File: src/rtl/viterbi_acs_sched_if.sv
// Symbol, branch-metric-unit and survivor signals of viterbi_acs_sched.
// Symbol handshake: a symbol transfers on a rising edge where sym_valid && sym_ready; sym_code is sampled only then.
interface viterbi_acs_sched_if #(
  parameter int PM_W = 8
);
  logic            frame_start;
  logic            sym_valid;
  logic            sym_ready;
  logic [1:0]      sym_code;
  logic [1:0]      bmu_state;
  logic            bmu_input;
  logic [1:0]      bmu_rec;
  logic [2:0]      bmu_dist;
  logic            surv_valid;
  logic [3:0]      surv_bits;
  logic [1:0]      best_state;
  logic [PM_W-1:0] best_metric;

  modport master (
    output frame_start, sym_valid, sym_code, bmu_dist,
    input  sym_ready, bmu_state, bmu_input, bmu_rec,
    input  surv_valid, surv_bits, best_state, best_metric
  );

  modport slave (
    input  frame_start, sym_valid, sym_code, bmu_dist,
    output sym_ready, bmu_state, bmu_input, bmu_rec,
    output surv_valid, surv_bits, best_state, best_metric
  );
endinterface

File: src/rtl/viterbi_acs_sched.sv
// Serial add-compare-select scheduler for a 4-state rate-1/2 Viterbi decoder.
// Define VITERBI_PM_NORM_EN to subtract the minimum from every metric at commit.
module viterbi_acs_sched #(
  parameter int PM_W    = 8,
  parameter int INIT_PM = 8
) (
  input  logic                clk,
  input  logic                rst_n,
  viterbi_acs_sched_if.slave  bus,
  output logic [1:0]          o_dbg_state,
  output logic [4*PM_W-1:0]   o_dbg_pm
);

  typedef enum logic [1:0] {
    IDLE = 2'd0,
    EVAL = 2'd1,
    UPD  = 2'd2
  } state_t;

  localparam logic [PM_W-1:0] PM_MAX = '1;
  localparam logic [PM_W-1:0] PM_INI = PM_W'(INIT_PM);

  state_t          r_state;
  state_t          w_next;
  logic [2:0]      r_k;
  logic [1:0]      r_rec;
  logic [PM_W-1:0] r_pm     [4];
  logic [PM_W-1:0] r_shadow [4];
  logic [PM_W-1:0] r_cand0;
  logic [3:0]      r_surv_work;
  logic [3:0]      r_surv_bits;
  logic [1:0]      r_best_state;
  logic [PM_W-1:0] r_best_metric;
  logic            r_surv_valid;

  logic            w_accept;
  logic            w_init;
  logic [PM_W:0]   w_sum;
  logic [PM_W-1:0] w_cand;
  logic [PM_W-1:0] w_min;
  logic [1:0]      w_argmin;

  always_ff @(posedge clk) begin
    if (!rst_n) r_state <= IDLE;
    else        r_state <= w_next;
  end

  // k = {n[1], n[0], b}: BMU state is {n[0], b} = k[1:0], hypothesised input is n[1] = k[2].
  always_comb begin
    w_next        = r_state;
    w_accept      = 1'b0;
    w_init        = 1'b0;
    bus.sym_ready = 1'b0;
    bus.bmu_state = 2'd0;
    bus.bmu_input = 1'b0;
    bus.bmu_rec   = 2'd0;
    case (r_state)
      IDLE: begin
        bus.sym_ready = !bus.frame_start;
        w_init        = bus.frame_start;
        w_accept      = bus.sym_valid && !bus.frame_start;
        if (w_accept) w_next = EVAL;
      end
      EVAL: begin
        bus.bmu_state = r_k[1:0];
        bus.bmu_input = r_k[2];
        bus.bmu_rec   = r_rec;
        if (r_k == 3'd7) w_next = UPD;
      end
      UPD:     w_next = IDLE;
      default: w_next = IDLE;
    endcase
  end

  always_comb begin
    w_sum  = {1'b0, r_pm[r_k[1:0]]} + (PM_W+1)'(bus.bmu_dist);
    w_cand = w_sum[PM_W] ? PM_MAX : w_sum[PM_W-1:0];
  end

  // Strict less-than keeps the lowest index on ties.
  always_comb begin
    w_min    = r_shadow[0];
    w_argmin = 2'd0;
    for (int i = 1; i < 4; i++) begin
      if (r_shadow[i] < w_min) begin
        w_min    = r_shadow[i];
        w_argmin = 2'(i);
      end
    end
  end

  always_ff @(posedge clk) begin
    if (!rst_n) begin
      r_k           <= 3'd0;
      r_rec         <= 2'd0;
      r_cand0       <= '0;
      r_surv_work   <= 4'd0;
      r_surv_bits   <= 4'd0;
      r_best_state  <= 2'd0;
      r_best_metric <= '0;
      r_surv_valid  <= 1'b0;
      r_pm[0]       <= '0;
      for (int i = 1; i < 4; i++) r_pm[i] <= PM_INI;
      for (int i = 0; i < 4; i++) r_shadow[i] <= '0;
    end else begin
      r_surv_valid <= 1'b0;
      case (r_state)
        IDLE: begin
          if (w_init) begin
            r_pm[0] <= '0;
            for (int i = 1; i < 4; i++) r_pm[i] <= PM_INI;
          end
          if (w_accept) begin
            r_rec <= bus.sym_code;
            r_k   <= 3'd0;
          end
        end
        EVAL: begin
          r_k <= r_k + 3'd1;
          if (!r_k[0]) begin
            r_cand0 <= w_cand;
          end else if (w_cand < r_cand0) begin
            r_shadow[r_k[2:1]]    <= w_cand;
            r_surv_work[r_k[2:1]] <= 1'b1;
          end else begin
            r_shadow[r_k[2:1]]    <= r_cand0;
            r_surv_work[r_k[2:1]] <= 1'b0;
          end
        end
        UPD: begin
          for (int i = 0; i < 4; i++) begin
`ifdef VITERBI_PM_NORM_EN
            r_pm[i] <= r_shadow[i] - w_min;
`else
            r_pm[i] <= r_shadow[i];
`endif
          end
          r_surv_bits   <= r_surv_work;
          r_best_state  <= w_argmin;
          r_best_metric <= w_min;
          r_surv_valid  <= 1'b1;
        end
        default: ;
      endcase
    end
  end

  assign bus.surv_valid  = r_surv_valid;
  assign bus.surv_bits   = r_surv_bits;
  assign bus.best_state  = r_best_state;
  assign bus.best_metric = r_best_metric;
  assign o_dbg_state     = r_state;
  assign o_dbg_pm        = {r_pm[3], r_pm[2], r_pm[1], r_pm[0]};

endmodule

File: src/flat_wrapper.sv
// flat-port wrapper written by rule: the top's interface ports become plain ports
module viterbi_acs_sched_flat 
#(
  parameter int PM_W    = 8,
  parameter int INIT_PM = 8
)
  (clk, rst_n, o_dbg_state, o_dbg_pm, bus_frame_start, bus_sym_valid, bus_sym_code, bus_bmu_dist, bus_sym_ready, bus_bmu_state, bus_bmu_input, bus_bmu_rec, bus_surv_valid, bus_surv_bits, bus_best_state, bus_best_metric);
  viterbi_acs_sched_if #(.PM_W(PM_W)) bus_i ();
  input  logic clk;
  input  logic rst_n;
  output logic [1:0] o_dbg_state;
  output logic [4*PM_W-1:0] o_dbg_pm;
  input wire logic [$bits(bus_i.frame_start)-1:0] bus_frame_start;
  input wire logic [$bits(bus_i.sym_valid)-1:0] bus_sym_valid;
  input wire logic [$bits(bus_i.sym_code)-1:0] bus_sym_code;
  input wire logic [$bits(bus_i.bmu_dist)-1:0] bus_bmu_dist;
  output wire logic [$bits(bus_i.sym_ready)-1:0] bus_sym_ready;
  output wire logic [$bits(bus_i.bmu_state)-1:0] bus_bmu_state;
  output wire logic [$bits(bus_i.bmu_input)-1:0] bus_bmu_input;
  output wire logic [$bits(bus_i.bmu_rec)-1:0] bus_bmu_rec;
  output wire logic [$bits(bus_i.surv_valid)-1:0] bus_surv_valid;
  output wire logic [$bits(bus_i.surv_bits)-1:0] bus_surv_bits;
  output wire logic [$bits(bus_i.best_state)-1:0] bus_best_state;
  output wire logic [$bits(bus_i.best_metric)-1:0] bus_best_metric;
  assign bus_i.frame_start = bus_frame_start;
  assign bus_i.sym_valid = bus_sym_valid;
  assign bus_i.sym_code = bus_sym_code;
  assign bus_i.bmu_dist = bus_bmu_dist;
  assign bus_sym_ready = bus_i.sym_ready;
  assign bus_bmu_state = bus_i.bmu_state;
  assign bus_bmu_input = bus_i.bmu_input;
  assign bus_bmu_rec = bus_i.bmu_rec;
  assign bus_surv_valid = bus_i.surv_valid;
  assign bus_surv_bits = bus_i.surv_bits;
  assign bus_best_state = bus_i.best_state;
  assign bus_best_metric = bus_i.best_metric;
  viterbi_acs_sched #(.PM_W(PM_W), .INIT_PM(INIT_PM)) u_core (.clk(clk), .rst_n(rst_n), .bus(bus_i), .o_dbg_state(o_dbg_state), .o_dbg_pm(o_dbg_pm));
endmodule
File: config.mk
export PLATFORM = sky130hd
export DESIGN_NAME = viterbi_acs_sched_flat
export DESIGN_NICKNAME = d
export VERILOG_FILES = /design/src/rtl/viterbi_acs_sched_if.sv /design/src/rtl/viterbi_acs_sched.sv /design/src/flat_wrapper.sv
export SDC_FILE = /design/constraint.sdc
export NUM_CORES = 1
export LEC_CHECK = 0
export CORE_MARGIN = 4
export CORE_UTILIZATION = 50
export CTS_CLUSTER_DIAMETER = 120
export DETAILED_ROUTE_END_ITERATION = 8
export PLACE_DENSITY = 0.81
export SLEW_MARGIN = 40
export SYNTH_ARGS = -nofsm -noshare
export SYNTH_HDL_FRONTEND = slang
export SYNTH_SLANG_ARGS = --single-unit
File: constraint.sdc
create_clock -name clk -period 5.6 [get_ports clk]
set_input_delay 1.4 -clock clk [delete_from_list [all_inputs] [get_ports clk]]
set_output_delay 1.4 -clock clk [all_outputs]
set_load 0.03 [all_outputs]
Word-level counts from Yosys, hierarchy flattened
Memory sizes are Yosys's and may differ from the RTL's. A register that Yosys moved wholly into a read port is not among the register bits.
Index checks and enable logic that the tools add are counted.
{ "word_totals": {"ramBits": 64, "latch_bits": 0, "ff_bits": 34, "elab_cells": 102, "mem_count": 2, "rom_bits": 0} }
{ "mem_list": {"columns": ["name", "depth", "width", "read_ports", "rd_clocked_by_memory_dff", "write_ports", "line", "source"], "rows": [
  ["u_core.r_pm", 4, 8, 5, 1, 4, "viterbi_acs_sched.sv:27", "logic [PM_W-1:0] r_pm [4];"],
  ["u_core.r_shadow", 4, 8, 4, 0, 4, "viterbi_acs_sched.sv:28", "logic [PM_W-1:0] r_shadow [4];"]
]} }
{ "classes": {"add_sub_neg": 2, "muxes": 53, "bitwise": 13, "eq_ne": 6, "div": 0, "n_reduce_logical": 11, "shift": 0, "n_mul": 0, "magnitude_cmp": 6} }
{ "op_table": {"columns": ["operator", "count"], "rows": [
  ["2-to-1 mux 8 bit", 14],
  ["less-than comparator 8 bit", 4],
  ["2-to-1 mux 1 bit", 25],
  ["2-to-1 mux 2 bit", 9],
  ["AND reduction 2 bit", 5],
  ["adder 8 x 3 -> 9 bit", 1],
  ["OR 1 bit", 9],
  ["OR reduction 8 bit", 1],
  ["!= test 2 x 1 -> 1 bit (second input constant)", 3],
  ["one-hot mux 3 bit (2 select lines)", 1],
  ["bitwise AND 4 bit", 1],
  ["2-to-1 mux 4 bit", 1],
  ["inverter 4 bit", 1],
  ["OR 4 bit", 1],
  ["one-hot mux 2 bit (2 select lines)", 1],
  ["adder 3 x 1 -> 3 bit (second input constant)", 1],
  ["== test 3 bit (second input constant)", 1],
  ["less-than comparator 2 x 3 -> 1 bit (second input constant)", 1],
  ["2-to-1 mux 3 bit", 1],
  ["demux 1 bit (select 2 bit)", 1],
  ["== test 2 x 1 -> 1 bit (second input constant)", 1],
  ["== test 2 bit (second input constant)", 1],
  ["greater-or-equal comparator 2 x 1 -> 1 bit (second input constant)", 1],
  ["logical AND 1 bit", 2],
  ["4 further kinds", 4]
]} }

Longest topological paths before layout
Gate-level depths: netlist of the first run.
{ "depth": {"ltp_word": 11, "ltp_mapped": 26} }

Worst setup path after synthesis of the first run
No wires, ideal clock.
{ "synth_timing": {"path_kind": "flip-flop to flip-flop", "start": "mem u_core.r_shadow[1][1]", "end": "reg u_core.r_best_metric[0] (netlist: u_core.bus.best_metric[0])", "path_stages_with_launch": 24, "period_less_slack_ps": 4865, "path_slack_ps": 735, "setup_time_ps": 116, "arrival_time_ps": 4750, "path_buffers": 2, "path_cell_list": "edfxtp_1 ha_1 a2111oi_4 o311ai_4 buf_8 mux2_2 inv_1 ha_1 a21oi_1 o21a_1 o21a_1 clkbuf_1 nand2_1 a21oi_1 inv_1 ha_1 a21o_1 a21o_1 a21oi_1 nor2_1 a211oi_1 o21ai_2 mux2_2 a31o_1"} }
{ "synth_lines": {"columns": ["item", "line", "source"], "rows": [
  ["start, declared", "viterbi_acs_sched.sv:28", null],
  ["end signal, assigned", "viterbi_acs_sched.sv:140", "r_best_metric <= w_min;"],
  ["end, declared", "viterbi_acs_sched.sv:33", "logic [PM_W-1:0] r_best_metric;"]
]} }

==> results, run 1 <==
- Of the available clock period, the critical path in the final layout requires 0.942.
- Clock-pin slew was measured on the worst setup and hold paths at around 0.1 ns.
- The number of nets in the synthesized netlist is roughly 570.
- The proportion of synthesized flip-flops having asynchronous set or reset is 0.
- Pin placement for this block handled between 60 and 70 I/O pins.
- The synthesized area per cell is roughly 11 µm².
- The final layout contains 634 nets.
- The upper clock frequency limit is between 150 and 200 MHz.
- The flow ran to the end, and the final reports show no timing, DRC or antenna violations.
- The worst hold path begins at u_core.r_rec[1].
- The count of unresolved DRC violations after routing is 0.
- For this run, the total global-route usage over all layers was measured as 0.245.
- Of all cell types, the one taking the most synthesized area is sky130_fd_sc_hd__edfxtp_1.
- The worst-margin pin slew is about 0.8 ns.
- The average via count per standard cell is 5.94.
- The finished cells cover between 6000 and 7000 µm².
- For hold timing, the worst endpoint is u_core.r_rec[1].
- The worst setup slack before clock tree synthesis is between 0.3 and 0.4 ns.
- Once placement finished, the instance area stood at roughly 6400 µm².
- The data required time at the worst endpoint is 5.87 ns.
- TritonCTS built the clock tree.
- Setup repair after global routing left no endpoint under its margin.
- In this run the clock root is driven by a sky130_fd_sc_hd__clkbuf_8.
- The finished layout holds around 740 standard cells, fillers aside.
- The area of the core is 10800 µm².
- The number of cells on the worst reg-to-reg path is 23.
- The first-pass GRT wire length is about 24000 µm.
- The post-cts repair resize count is 0.
- The remaining max-slew budget at the tightest pin is 0.460.
- Across all setup checks in the final design, the least slack found is approximately 0.32 ns.
- The final-report max-slew violation count is 0.
- Among all stages on the critical path, the largest delay is contributed by sky130_fd_sc_hd__edfxtp_1.
- In this run the critical register-to-register path is captured at u_core.bus.best_metric[0].
- The class of the worst hold path is register to register.
- The antenna violation net count after detailed routing is 0.
- The share of the Yosys chip area taken by registers is 0.461.
- The cell count after synthesis came out at 523.
- STA classifies the critical path endpoint as a register.
- VDD sags by at most 0.107 mV.
- After the first detailed-routing iteration, the DRC count stood at approximately 400.
- Data on the critical path arrives at its endpoint at ~5.5 ns.
- The number of global-route vias before repair is about 4400.
- The via count is between 4000 and 5000.
- The count of maximum capacitance violations is 0.
- The floorplan die height is approximately 110 µm.
- The count of cell types in the netlist is 70.
- In the post-synthesis netlist, the biggest area contributors are sky130_fd_sc_hd__edfxtp_1 30%, sky130_fd_sc_hd__dfxtp_1 16%, sky130_fd_sc_hd__ha_1 7.2%.
- The power per cell area is roughly 250 nW/µm².
- CTS built an H-tree with a depth of 3.
- Of all nets on the critical path, the largest fanout is 5.
- The insertion delay to the later sink of the worst-skew pair is 0.38 ns.
- The final hold violation count is 0.
- For this run, the detailed router's first-pass iteration total came to 5.
- The mapped netlist covers between 5000 and 6000 µm².
- The worst register-to-register path begins at u_core.r_shadow[0][3].
- The critical setup path kind is register to register.
- The clock net in this run drives a total of 100 sinks.
- Counting tap cells, the placed design contains a total of approximately 720 instances.
- The largest incremental delay on the critical path is approximately 0.47 ns.
- The overall die width is approximately 110 µm.
- The final weighted congestion in routability-driven placement is 0.874.
- Entering global routing, the biggest net connects 40 pins.
- The initial antenna violation count is 0.
- The number of antenna diodes in the final layout is 0.
- The flop and latch count out of synthesis is 100.
- The number of enable flip-flop cells after synthesis is 56.
- The number of I/O port buffers is 63.
- The floorplan step defined a die boundary enclosing around 13000 µm².
- The setup violation total in the final timing report is 0.
- In the synthesized netlist the dominant register cell turns out to be sky130_fd_sc_hd__edfxtp_1.
- The total length of routed wires is between 15000 and 20000 µm.
- The final sum of negative setup slack is 0 ns.
- Global routing finished with a remaining overflow of 0.
- Across the routed clock network, the largest skew measured is 0.0169 ns.
- The worst register-to-register path has a setup slack of roughly 0.32 ns.
- STA classifies the critical path startpoint as a register.
- For this design, the CTS-stage hold fixing added 0 buffers.
- The worst hold path passes through 2 cells.
- For this configuration, the core starts out at a cell density of 0.513.
- The area growth from synthesis to layout is 18.0%.
- The top-area cell type share of the netlist area is 0.302.
- The worst hold slack across all endpoints is approximately 0.47 ns.
- For this run, the number of Yosys warnings is 0.
- The critical path goes through inv_1, ha_1, o21a_1, nor2_1, o311ai_4, buf_4, mux2_2, inv_1, ha_1, nand4_1, or2_2, nand2_1, a21oi_2, nor4_2, inv_1, ha_1, a21o_1, a21oi_1, nor2_1, a211oi_1, o21ai_2, mux2_2, a31o_1.
- The clock passes through at most 2 buffers.
- The smallest clock period supported by the final layout is computed as 5.28 ns.
- Counting the buffers created by CTS gives 9.
- The detailed placer's ending HPWL is ~11000 µm.
- In this run the static leakage power is about 2.6 nW.
- The fraction of final layout cells sized beyond drive strength 1 is 0.154.
- After floorplanning, the core was divided into 38 placement rows.
- The routed length per placed instance is a little over 20 µm.
==> state kept, by name, indices dropped and copies added (netlist names), named ones only <==
name and cells:
u_core.r_pm 32, u_core.r_shadow 32, u_core.bus.surv_bits 4, u_core.bus.best_metric 8
u_core.bus.surv_valid 1, u_core.r_rec 2, u_core.r_cand0 8, u_core.bus.best_state 2
u_core.r_k 3, u_core.o_dbg_state 2
==> power by group <==
group / internal (mW) / switching, mW / leakage, nW
Sequential: 0.798 / 0.0266 / 0.942
Clock: 0.163 / 0.259 / 0.0760
Combinational: 0.160 / 0.222 / 1.54
Total: 1.12 / 0.508 / 2.56
==> cell usage in the layout (no fill, tap or decap), types with 4 or more instances in the layout <==
| cell | synthesis | final |
|---|---|---|
| sky130_fd_sc_hd__a21boi_0 | 11 | 11 |
| sky130_fd_sc_hd__clkdlybuf4s50_1 | 0 | 62 |
| sky130_fd_sc_hd__a31o_1 | 7 | 7 |
| sky130_fd_sc_hd__nor2_2 | 5 | 5 |
| sky130_fd_sc_hd__nor3_2 | 4 | 4 |
| sky130_fd_sc_hd__nand4_1 | 4 | 4 |
| sky130_fd_sc_hd__mux2i_1 | 6 | 6 |
| sky130_fd_sc_hd__buf_4 | 1 | 22 |
| sky130_fd_sc_hd__nand2b_1 | 8 | 8 |
| sky130_fd_sc_hd__clkbuf_8 | 0 | 9 |
| sky130_fd_sc_hd__nand3_1 | 17 | 17 |
| sky130_fd_sc_hd__o22ai_1 | 9 | 9 |
| sky130_fd_sc_hd__nor2_1 | 45 | 45 |
| sky130_fd_sc_hd__edfxtp_1 | 56 | 56 |
| sky130_fd_sc_hd__mux2i_2 | 6 | 6 |
| sky130_fd_sc_hd__nand2_1 | 34 | 34 |
| sky130_fd_sc_hd__and3_1 | 19 | 19 |
| sky130_fd_sc_hd__inv_1 | 37 | 37 |
| sky130_fd_sc_hd__o21ai_0 | 29 | 29 |
| sky130_fd_sc_hd__a21oi_1 | 18 | 18 |
| sky130_fd_sc_hd__a22oi_1 | 7 | 7 |
| sky130_fd_sc_hd__or2_2 | 5 | 5 |
| sky130_fd_sc_hd__o21a_1 | 4 | 4 |
| sky130_fd_sc_hd__o311a_1 | 5 | 5 |
| sky130_fd_sc_hd__and2_1 | 7 | 7 |
| sky130_fd_sc_hd__a21o_1 | 8 | 8 |
| sky130_fd_sc_hd__mux4_2 | 6 | 6 |
| sky130_fd_sc_hd__dfxtp_1 | 44 | 44 |
| sky130_fd_sc_hd__mux2_2 | 10 | 10 |
| sky130_fd_sc_hd__ha_1 | 32 | 32 |
| sky130_fd_sc_hd__nor2b_1 | 9 | 8 |
==> timing repair <==
item,in CTS,in global routing
endpoints found under the hold margin,0,0
setup buffers,0,4
setup endpoints to repair,0,8
==> cells in the mapped netlist, drive strengths merged, types with 2 or more instances <==
cell     instances
nand2b           9
nand3b           3
and3            20
ha              32
a21boi          11
o22ai            9
or2              5
a21oi           19
a22oi            7
dfxtp           44
nand2           35
o21a             4
o311ai           2
buf              8
edfxtp          56
a31o             7
a21o             8
nand3           17
xor2             2
o311a            5
xnor2            2
clkbuf          19
nand4            5
nor3             7
mux2            10
a211oi           2
nor2            51
nor2b            9
and2             7
mux2i           13
o21ai           31
a2111oi          2
inv             37
mux4             8
or2b             3
==> cells by family after synthesis <==
| family | count (synthesis) | share of synthesized area |
|---|---|---|
| simple gates | 177 | 0.174 |
| flops | 100 | 0.461 |
| compound gates | 114 | 0.151 |
| fa+ha+maj | 33 | 0.0756 |
| mux | 31 | 0.0837 |
| buf+inv | 64 | 0.0488 |
| xor+xnor | 4 | 0.00630 |
==> per-layer routing <==
metal,global-route usage,vias to the layer above,share of wire
li1,-,2042,-
met2,0.401,190,0.48
met5,0,-,0
met3,0.0371,35,0.068
met4,0.0905,0,0.023
met1,0.334,2109,0.43
==> final cells by class <==
type | count | area (µm²)
clock buffer | 11 | 131
clock inverter | 5 | 36.3
fill | 891 | 4280
inverter | 37 | 139
multi-input combinational | 359 | 2730
sequential | 100 | 2560
tap | 140 | 175
timing repair buffer | 85 | 791
==> per-stage QoR <==
stage / total power [mW] / util
final: 1.63 / 0.605
after detailed placement: 1.21 / 0.587
after CTS: 1.63 / 0.603
after global placement: 1.20 / 0.587
after global routing: 1.70 / 0.605
after floorplan: 1.10 / -
==> worst max-delay path by stage <==
stage / start / endpoint / slack (ns) / depth (start not counted)
2_1_floorplan: u_core.r_shadow[1][1] / u_core.bus.best_metric[0] / 0.73 / 23
3_3_place_gp: u_core.r_shadow[1][7] / u_core.bus.best_metric[0] / 0.46 / 21
3_5_place_dp: bus_bmu_dist[0] / u_core.r_shadow[2][0] / 0.35 / 14
4_1_cts: u_core.r_shadow[1][7] / u_core.bus.best_metric[4] / 0.35 / 21
5_1_grt: u_core.r_shadow[0][2] / u_core.bus.best_metric[0] / 0.03 / 24
6_report: u_core.r_shadow[0][3] / u_core.bus.best_metric[0] / 0.32 / 23
==> worst max-delay path: cells and delay by family (launching register included) <==
kind | cells | cell delay [ns]
AOI/OAI and AO/OA | 8 | 1.58
and+or+nand+nor | 6 | 1.25
adders and majority gates | 3 | 0.73
muxes | 2 | 0.69
DFF | 1 | 0.47
buffers and inverters | 4 | 0.43
Power figures use the tool's default switching activity.
==> inputs of run 2 (changes only) <==
--- a/config.mk
+++ b/config.mk
@@ -7,7 +7,10 @@
 export LEC_CHECK = 0
+export CELL_PAD_IN_SITES_DETAIL_PLACEMENT = 0
+export CELL_PAD_IN_SITES_GLOBAL_PLACEMENT = 1
+export CORE_ASPECT_RATIO = 1.1
 export CORE_MARGIN = 4
-export CORE_UTILIZATION = 50
+export CORE_UTILIZATION = 45
 export CTS_CLUSTER_DIAMETER = 120
 export DETAILED_ROUTE_END_ITERATION = 8
-export PLACE_DENSITY = 0.81
+export PLACE_DENSITY = 0.9
 export SLEW_MARGIN = 40
--- a/constraint.sdc
+++ b/constraint.sdc
@@ -3,2 +3,2 @@
 set_output_delay 1.4 -clock clk [all_outputs]
-set_load 0.03 [all_outputs]
+set_load 0.02 [all_outputs]
==> run 2 against run 1 <==
Die area is 10% higher. Clock power grew 44%. Cell count is 0.68% higher. Highest routed layer unchanged. Maximum frequency grew 0.74%. Non-clock buffer count down 9. Setup slack gained 0.039 ns. Global-route usage down 3.7 points. Worst hold slack worse by 0.0067 ns.
==> results, run 2 (synthesized netlist as in run 1, its figures left out) <==
- In this run, post-CTS hold repair placed 0 buffers.
- After detailed routing, the number of vias per cell comes to approximately 5.8.
- Detailed routing inserted a total of about 4300 vias.
- The repair_antennas step left the layout with diodes totalling 0.
- In the final layout, the share of cells above drive strength 1 is 0.146.
- The signal on the critical path passes through ha_1, nand4_1, o311ai_4, mux2_2, inv_1, ha_1, a21oi_1, o21a_1, o21a_1, nand2_1, a21oi_1, inv_1, ha_1, a21o_1, a21o_1, a21oi_1, nor2_1, a211oi_1, o21ai_2, mux2_2, a31o_1.
- The kind of start point of the critical path is a register.
- The launch instance of the worst min-delay path is u_core.r_rec[0].
- The switching part of the total is 0.297.
- In the final layout, the registers with the most flip-flops are u_core.r_pm x32, u_core.r_shadow x32.
- Across every metal layer, demand over resource in global routing totals 0.208.
- Before CTS, the worst setup slack after placement is between 0.2 and 0.25 ns.
- Setup violations remaining at the end of the flow were counted as 0.
- The total number of nets in the final design is 625.
- The tool flagged a number of max-cap violations equal to 0.
- The overall overflow remaining after global route is 0.
- Clock latency on the worst-skew pair, taken at its later pin, is between 0.3 and 0.4 ns.
- The antenna violation net count after detailed routing is 0.
- The launch instance of the worst register-to-register path is u_core.r_shadow[1][7].
- At the pin with the least slew margin, the transition time is 0.762 ns.
- The endpoint type of the worst setup path is a register.
- The most common cell after layout, fill and taps aside is sky130_fd_sc_hd__clkdlybuf4s50_1.
- The final-report max-slew violation count is 0.
- The gate family responsible for the most delay along the worst path is compound AO/OA/AOI/OAI gates.
- Once routing completed, OpenROAD measured the worst setup slack at between 0.3 and 0.4 ns.
- In the final routed layout, each cell accounts on average for 20.0 µm.
- The buffer and inverter count on the worst path is 2.
- The number of buffers added by the clock tree synthesis step is 9.
- The largest incremental delay on the critical path is ~0.47 ns.
- The count of unresolved DRC violations after routing is 0.
- For this run, the detailed router's first-pass iteration total came to 5.
- The area growth from synthesis to layout is 19.6%.
- Between clock sinks in the finished design, the worst skew comes to approximately 0.0056 ns.
- Once the clock tree was built, the setup fixing pass inserted 0 buffers.
- The share of the clock period used by the worst path is 0.935.
- The flow ran to the end, and the final reports show no timing, DRC or antenna violations.
- Wires add up to 14800 µm.
- CTS built an H-tree with a depth of 3.
- The critical path startpoint is u_core.r_shadow[1][7].
- The static leakage is between 2 and 3 nW.
- The worst hold slack across all endpoints is ~0.46 ns.
- The area of the core is 12100 µm².
- The critical setup path kind is register to register.
- CTS placed an instance of sky130_fd_sc_hd__clkbuf_16 at the clock tree root.
- Measured along the y axis, the die boundary spans roughly 120 µm.
- The net switching power is 0.533 mW.
- In this run the tool buffered the top-level ports with 63 buffer cells.
- In this run the horizontal extent of the chip is ~110 µm.
- The initial antenna violation count came to 0.
- Of the total power, combinational logic draws 0.200.
- For this block, the initial DRC count from the detailed router was between 300 and 400.
- Setup repair after global routing left no endpoint under its margin.
- The share of total power in the clock network is 0.339.
- The path class of the tightest hold or removal check is register to register.
- At the end of routability-driven placement, the weighted congestion stood at around 0.98.
- The master of the slowest instance on the critical path is sky130_fd_sc_hd__edfxtp_1.
- In the layout the commonest cells are 62 x sky130_fd_sc_hd__clkdlybuf4s50_1, 56 x sky130_fd_sc_hd__edfxtp_1, 45 x sky130_fd_sc_hd__nor2_1.
- The wire-length estimate of the detail-placed layout is 11300 µm.
- Along the worst path, the maximum fanout reaches 7.
- In this run the power density over the cells is ~270 nW/µm².
- The first global-routing pass estimated ~23000 µm of wire.
- The highest ir drop seen on vdd is ~0.17 mV.
- STA puts the critical path data arrival time at ~5.5 ns.
- The TritonCTS sink count is 100.
- After clock tree synthesis, the clock-pin slew on the worst setup and hold paths is about 0.070 ns.
- The die covers ~14000 µm².
- The final sum of negative setup slack is 0 ns.
- Timing would allow up to about 190 MHz.
- The number of global-route vias before repair is a little over 4000.
- The post-cts repair resize count is 0.
- The effective utilization at floorplan is 0.460.
- The data required time at the worst endpoint is 5.84 ns.
- The buffer levels on the longest clock path is 2.
- Pin placement for this block handled 64 I/O pins.
- The final hold violation count is 0.
- Subtracting the final worst setup slack from the clock period gives about 5.2 ns.
- The proportion of power drawn by flip-flops and latches is 0.461.
- Fill cells in the final layout number approximately 1000.
- Measured against its own limit, the worst slew margin works out to 0.487.
- The floorplan has between 40 and 50 rows.
- The maximum number of pins on one net before global-route repair is between 40 and 50.
- The clock tree from TritonCTS is built.
- The internal power of the cells totals ~1.3 mW.
-- run 2: power by group through the flow --
stage	clock network (mW)	logic, mW	registers (mW)
3_5_place_dp	0	0.353	0.842
3_3_place_gp	0	0.344	0.842
6_report	0.608	0.359	0.826
2_1_floorplan	0	0.255	0.839
5_1_grt	0.646	0.390	0.828
4_1_cts	0.615	0.356	0.826
-- run 2: routing by layer --
metal,wire length (µm),up-vias,global-route usage
met5,0,-,0
met4,555,0,0.0867
met3,893,30,0.0379
met2,7000,171,0.329
met1,6380,2067,0.281
li1,-,2022,-
-- run 2: tightest hold or removal path: cells and delay by family, from the launching register on --
kind	cells	cell delay, ns
DFF	1	0.31
AOI/OAI and AO/OA	1	0.06
and+or+nand+nor	1	0.04
-- run 2: worst paths after layout --
check	endpoint	depth (start not counted)	slack (ns)
max	u_core.bus.best_metric[0]	21	0.36
max reg2reg	u_core.bus.best_metric[0]	21	0.36
min	u_core.r_rec[0]	2	0.46
min reg2reg	u_core.r_rec[0]	2	0.46
-- run 2: layout make-up --
cell class	count	area, µm²	area share
Multi-Input combinational cell	359	2730	0.411
Tap cell	154	193	0.0290
Sequential cell	100	2560	0.385
Clock buffer	9	225	0.0339
Clock inverter	7	73.8	0.0111
Timing Repair Buffer	76	723	0.109
Inverter	37	139	0.0209
-- run 2: metrics by stage --
stage                     cells  utilization  instance area [µm²]  power (mW)
final                       742        0.550                 6650        1.79
after global routing        742        0.550                 6650        1.86
after CTS                   742        0.550                 6650        1.80
after detailed placement    726        0.525                 6350        1.20
after global placement      726        0.525                 6350        1.19
after floorplan             523            -                 5560        1.09
==> inputs of run 3 (changes only) <==
Settings changed: REMOVE_ABC_BUFFERS from default to 1, SKIP_CTS_REPAIR_TIMING from default to 1.
==> run 3 against run 2 <==
Via count fell by 2.6%. Sequential power barely moved. Setup slack improved by 0.11 ns. Utilization increased by 0.25 points. Critical path type unchanged. Critical endpoint is now u_core.bus.best_metric[1].
==> results, run 3 (synthesized netlist as in run 1, its figures left out) <==
- The number of global-route vias before repair came to between 4000 and 5000.
- The fraction of final layout cells sized beyond drive strength 1 is 0.144.
- The first global-routing pass estimated approximately 23000 µm of wire.
- The detail route stage leaves a number of antenna-violating nets equal to 0.
- Leaving out fill and tap cells, the most frequent cell in the layout is sky130_fd_sc_hd__clkdlybuf4s50_1.
- The overall overflow remaining after global route is 0.
- Timing would allow up to ~190 MHz.
- The kind of start point of the critical path is a register.
- The via count is about 4200.
- The remaining max-slew budget at the tightest pin is 0.533.
- Summed over all layers, the routed wires come to between 10000 and 15000 µm.
- The initial DRC count is 244.
- The worst clock skew is approximately 0.01 ns.
- The setup violation total in the final timing report is 0.
- The region available for standard cell placement spans approximately 12000 µm².
- The initial utilization of the core area, before any placement, comes to 0.460.
- The count of unresolved DRC violations after routing is 0.
- Max-cap violations in this run came to 0.
- The highest net fanout along the worst path is 8.
- The H-tree was split into 3 levels.
- The overall die width is approximately 110 µm.
- After the last flow step, the layout net total stands at approximately 630.
- The final period demand of the worst path is about 5 ns.
- The maximum number of pins on one net before global-route repair is 44.
- The tree built by TritonCTS fans out to 100 sinks.
- For this run, the total global-route usage over all layers was measured as 0.204.
- The clock tree root buffer cell is sky130_fd_sc_hd__clkbuf_16.
- At the later pin of the worst-skew pair, clock insertion delay measures roughly 0.34 ns.
- The largest registers in the layout are u_core.r_pm x32, u_core.r_shadow x32.
- The I/O pin count is 64.
- The static leakage is approximately 2.6 nW.
- In this run the critical register-to-register path is launched from u_core.r_shadow[1][5].
- The endpoint arrival time on the critical path is 5.35 ns.
- The power per cell area is ~280 nW/µm².
- The number of antenna diodes in the final layout is 0.
- The end-of-flow core utilization is 0.553.
- The number of cell rows is 42.
- In the layout the commonest cells are 62 x sky130_fd_sc_hd__clkdlybuf4s50_1, 56 x sky130_fd_sc_hd__edfxtp_1, 45 x sky130_fd_sc_hd__nor2_1.
- The initial antenna violation count came to 0.
- The die covers between 10000 and 15000 µm².
- The pre-antenna-repair detailed-routing pass consisted of 7 iterations.
- The worst-margin pin slew is 0.694 ns.
- In the finished design, the share of the clock period the worst path needs comes to 0.916.
- The final hold violation count is 0.
- Setup repair after global routing left no endpoint under its margin.
- The path class of the tightest hold or removal check is register to register.
- In the routed layout, each cell is associated on average with a via count of 5.62.
- The layout filler cell count is roughly 1100.
- The worst setup path is captured at a register.
- The number of buffers added by the clock tree synthesis step is 9.
- For the worst setup path, the data required time is just under 6 ns.
- In this run the critical register-to-register path is captured at u_core.bus.best_metric[1].
- TritonCTS built the clock tree.
- The depth of the worst register-to-register path is 22.
- Dividing the detail-routed wire length by the instance count gives 19.0 µm.
- The final weighted congestion in routability-driven placement is approximately 0.95.
- The clock passes through at most 2 buffers.
- Summed over all nets, the half-perimeter wirelength after detailed placement is between 10000 and 15000 µm.
- The flow ran to the end, and the final reports show no timing, DRC or antenna violations.
- After clock tree synthesis, the clock-pin slew on the worst setup and hold paths is roughly 0.070 ns.
- The highest ir drop seen on vdd is about 0.16 mV.
- Relative to the synthesized area, the layout overhead comes to 20.1%.
- Setup slack on the worst reg-to-reg path comes out at roughly 0.47 ns.
- The critical path ends at u_core.bus.best_metric[1].
- In this run the worst setup path begins at u_core.r_shadow[1][5].
- Input and output buffers added on the ports amount to 63.
- The final sum of negative setup slack is 0 ns.
- From bottom edge to top edge, the die measures about 120 µm.
- The final-report max-slew violation count came to 0.
- By startpoint and endpoint, the worst setup path is classified as register to register.
-- run 3: worst min path at each step --
stage,from,end,slack [ns],depth (start not counted)
2_1_floorplan,register,u_core.bus.surv_bits[3],0.44,2
3_3_place_gp,u_core.r_rec[0],u_core.r_rec[0],0.46,2
3_5_place_dp,u_core.r_rec[0],u_core.r_rec[0],0.46,2
4_1_cts,u_core.r_rec[0],u_core.r_rec[0],0.47,2
5_1_grt,u_core.r_rec[0],u_core.r_rec[0],0.49,2
6_report,u_core.r_rec[0],u_core.r_rec[0],0.47,2
-- run 3: per-stage QoR --
step / total power [mW] / area (µm²) / hold slack [ns] / instances / setup slack [ns]
floorplan: 1.08 / 5430 / 0.438 / 496 / 0.633
global placement: 1.19 / 6360 / 0.457 / 728 / 0.312
detailed placement: 1.20 / 6360 / 0.464 / 728 / 0.140
CTS: 1.85 / 6680 / 0.474 / 744 / 0.482
global route: 1.92 / 6680 / 0.489 / 744 / 0.0133
finish: 1.85 / 6680 / 0.470 / 744 / 0.471
-- run 3: metal layers --
| layer | track usage | vias up | wire length [µm] |
|---|---|---|---|
| met5 | 0 | - | 0 |
| met4 | 0.0950 | 0 | 422 |
| met3 | 0.0272 | 25 | 766 |
| met2 | 0.316 | 147 | 6480 |
| met1 | 0.282 | 1984 | 6430 |
| li1 | - | 2022 | - |
-- run 3: final cells by class --
class | count | area [µm²] | area share
Clock buffer | 10 | 229 | 0.0343
Clock inverter | 6 | 88.8 | 0.0133
Inverter | 37 | 139 | 0.0208
Multi-Input combinational cell | 359 | 2730 | 0.409
Sequential cell | 100 | 2560 | 0.384
Tap cell | 154 | 193 | 0.0288
Timing Repair Buffer | 78 | 738 | 0.111
-- run 3: power by group --
group          switching [mW]  internal [mW]  total, mW
Sequential             0.0253          0.798      0.823
Combinational           0.209          0.153      0.362
Clock                   0.270          0.393      0.662
-- run 3: critical path: stages, from the launching register on --
cell	delay, ns
sky130_fd_sc_hd__edfxtp_1	0.46
sky130_fd_sc_hd__ha_1	0.34
sky130_fd_sc_hd__nand4_1	0.15
sky130_fd_sc_hd__o311ai_4	0.45
sky130_fd_sc_hd__mux2_2	0.42
sky130_fd_sc_hd__inv_1	0.07
sky130_fd_sc_hd__ha_1	0.24
sky130_fd_sc_hd__a21oi_1	0.15
sky130_fd_sc_hd__o21a_1	0.21
sky130_fd_sc_hd__o21a_1	0.25
sky130_fd_sc_hd__nand2_1	0.16
sky130_fd_sc_hd__a21oi_1	0.22
sky130_fd_sc_hd__inv_1	0.07
sky130_fd_sc_hd__ha_1	0.29
sky130_fd_sc_hd__a21o_1	0.18
sky130_fd_sc_hd__a21o_1	0.17
sky130_fd_sc_hd__a21oi_1	0.14
sky130_fd_sc_hd__nor2_1	0.05
sky130_fd_sc_hd__a211oi_1	0.33
sky130_fd_sc_hd__o21ai_2	0.16
sky130_fd_sc_hd__buf_4	0.20
sky130_fd_sc_hd__mux2i_1	0.19
sky130_fd_sc_hd__a21oi_1	0.09
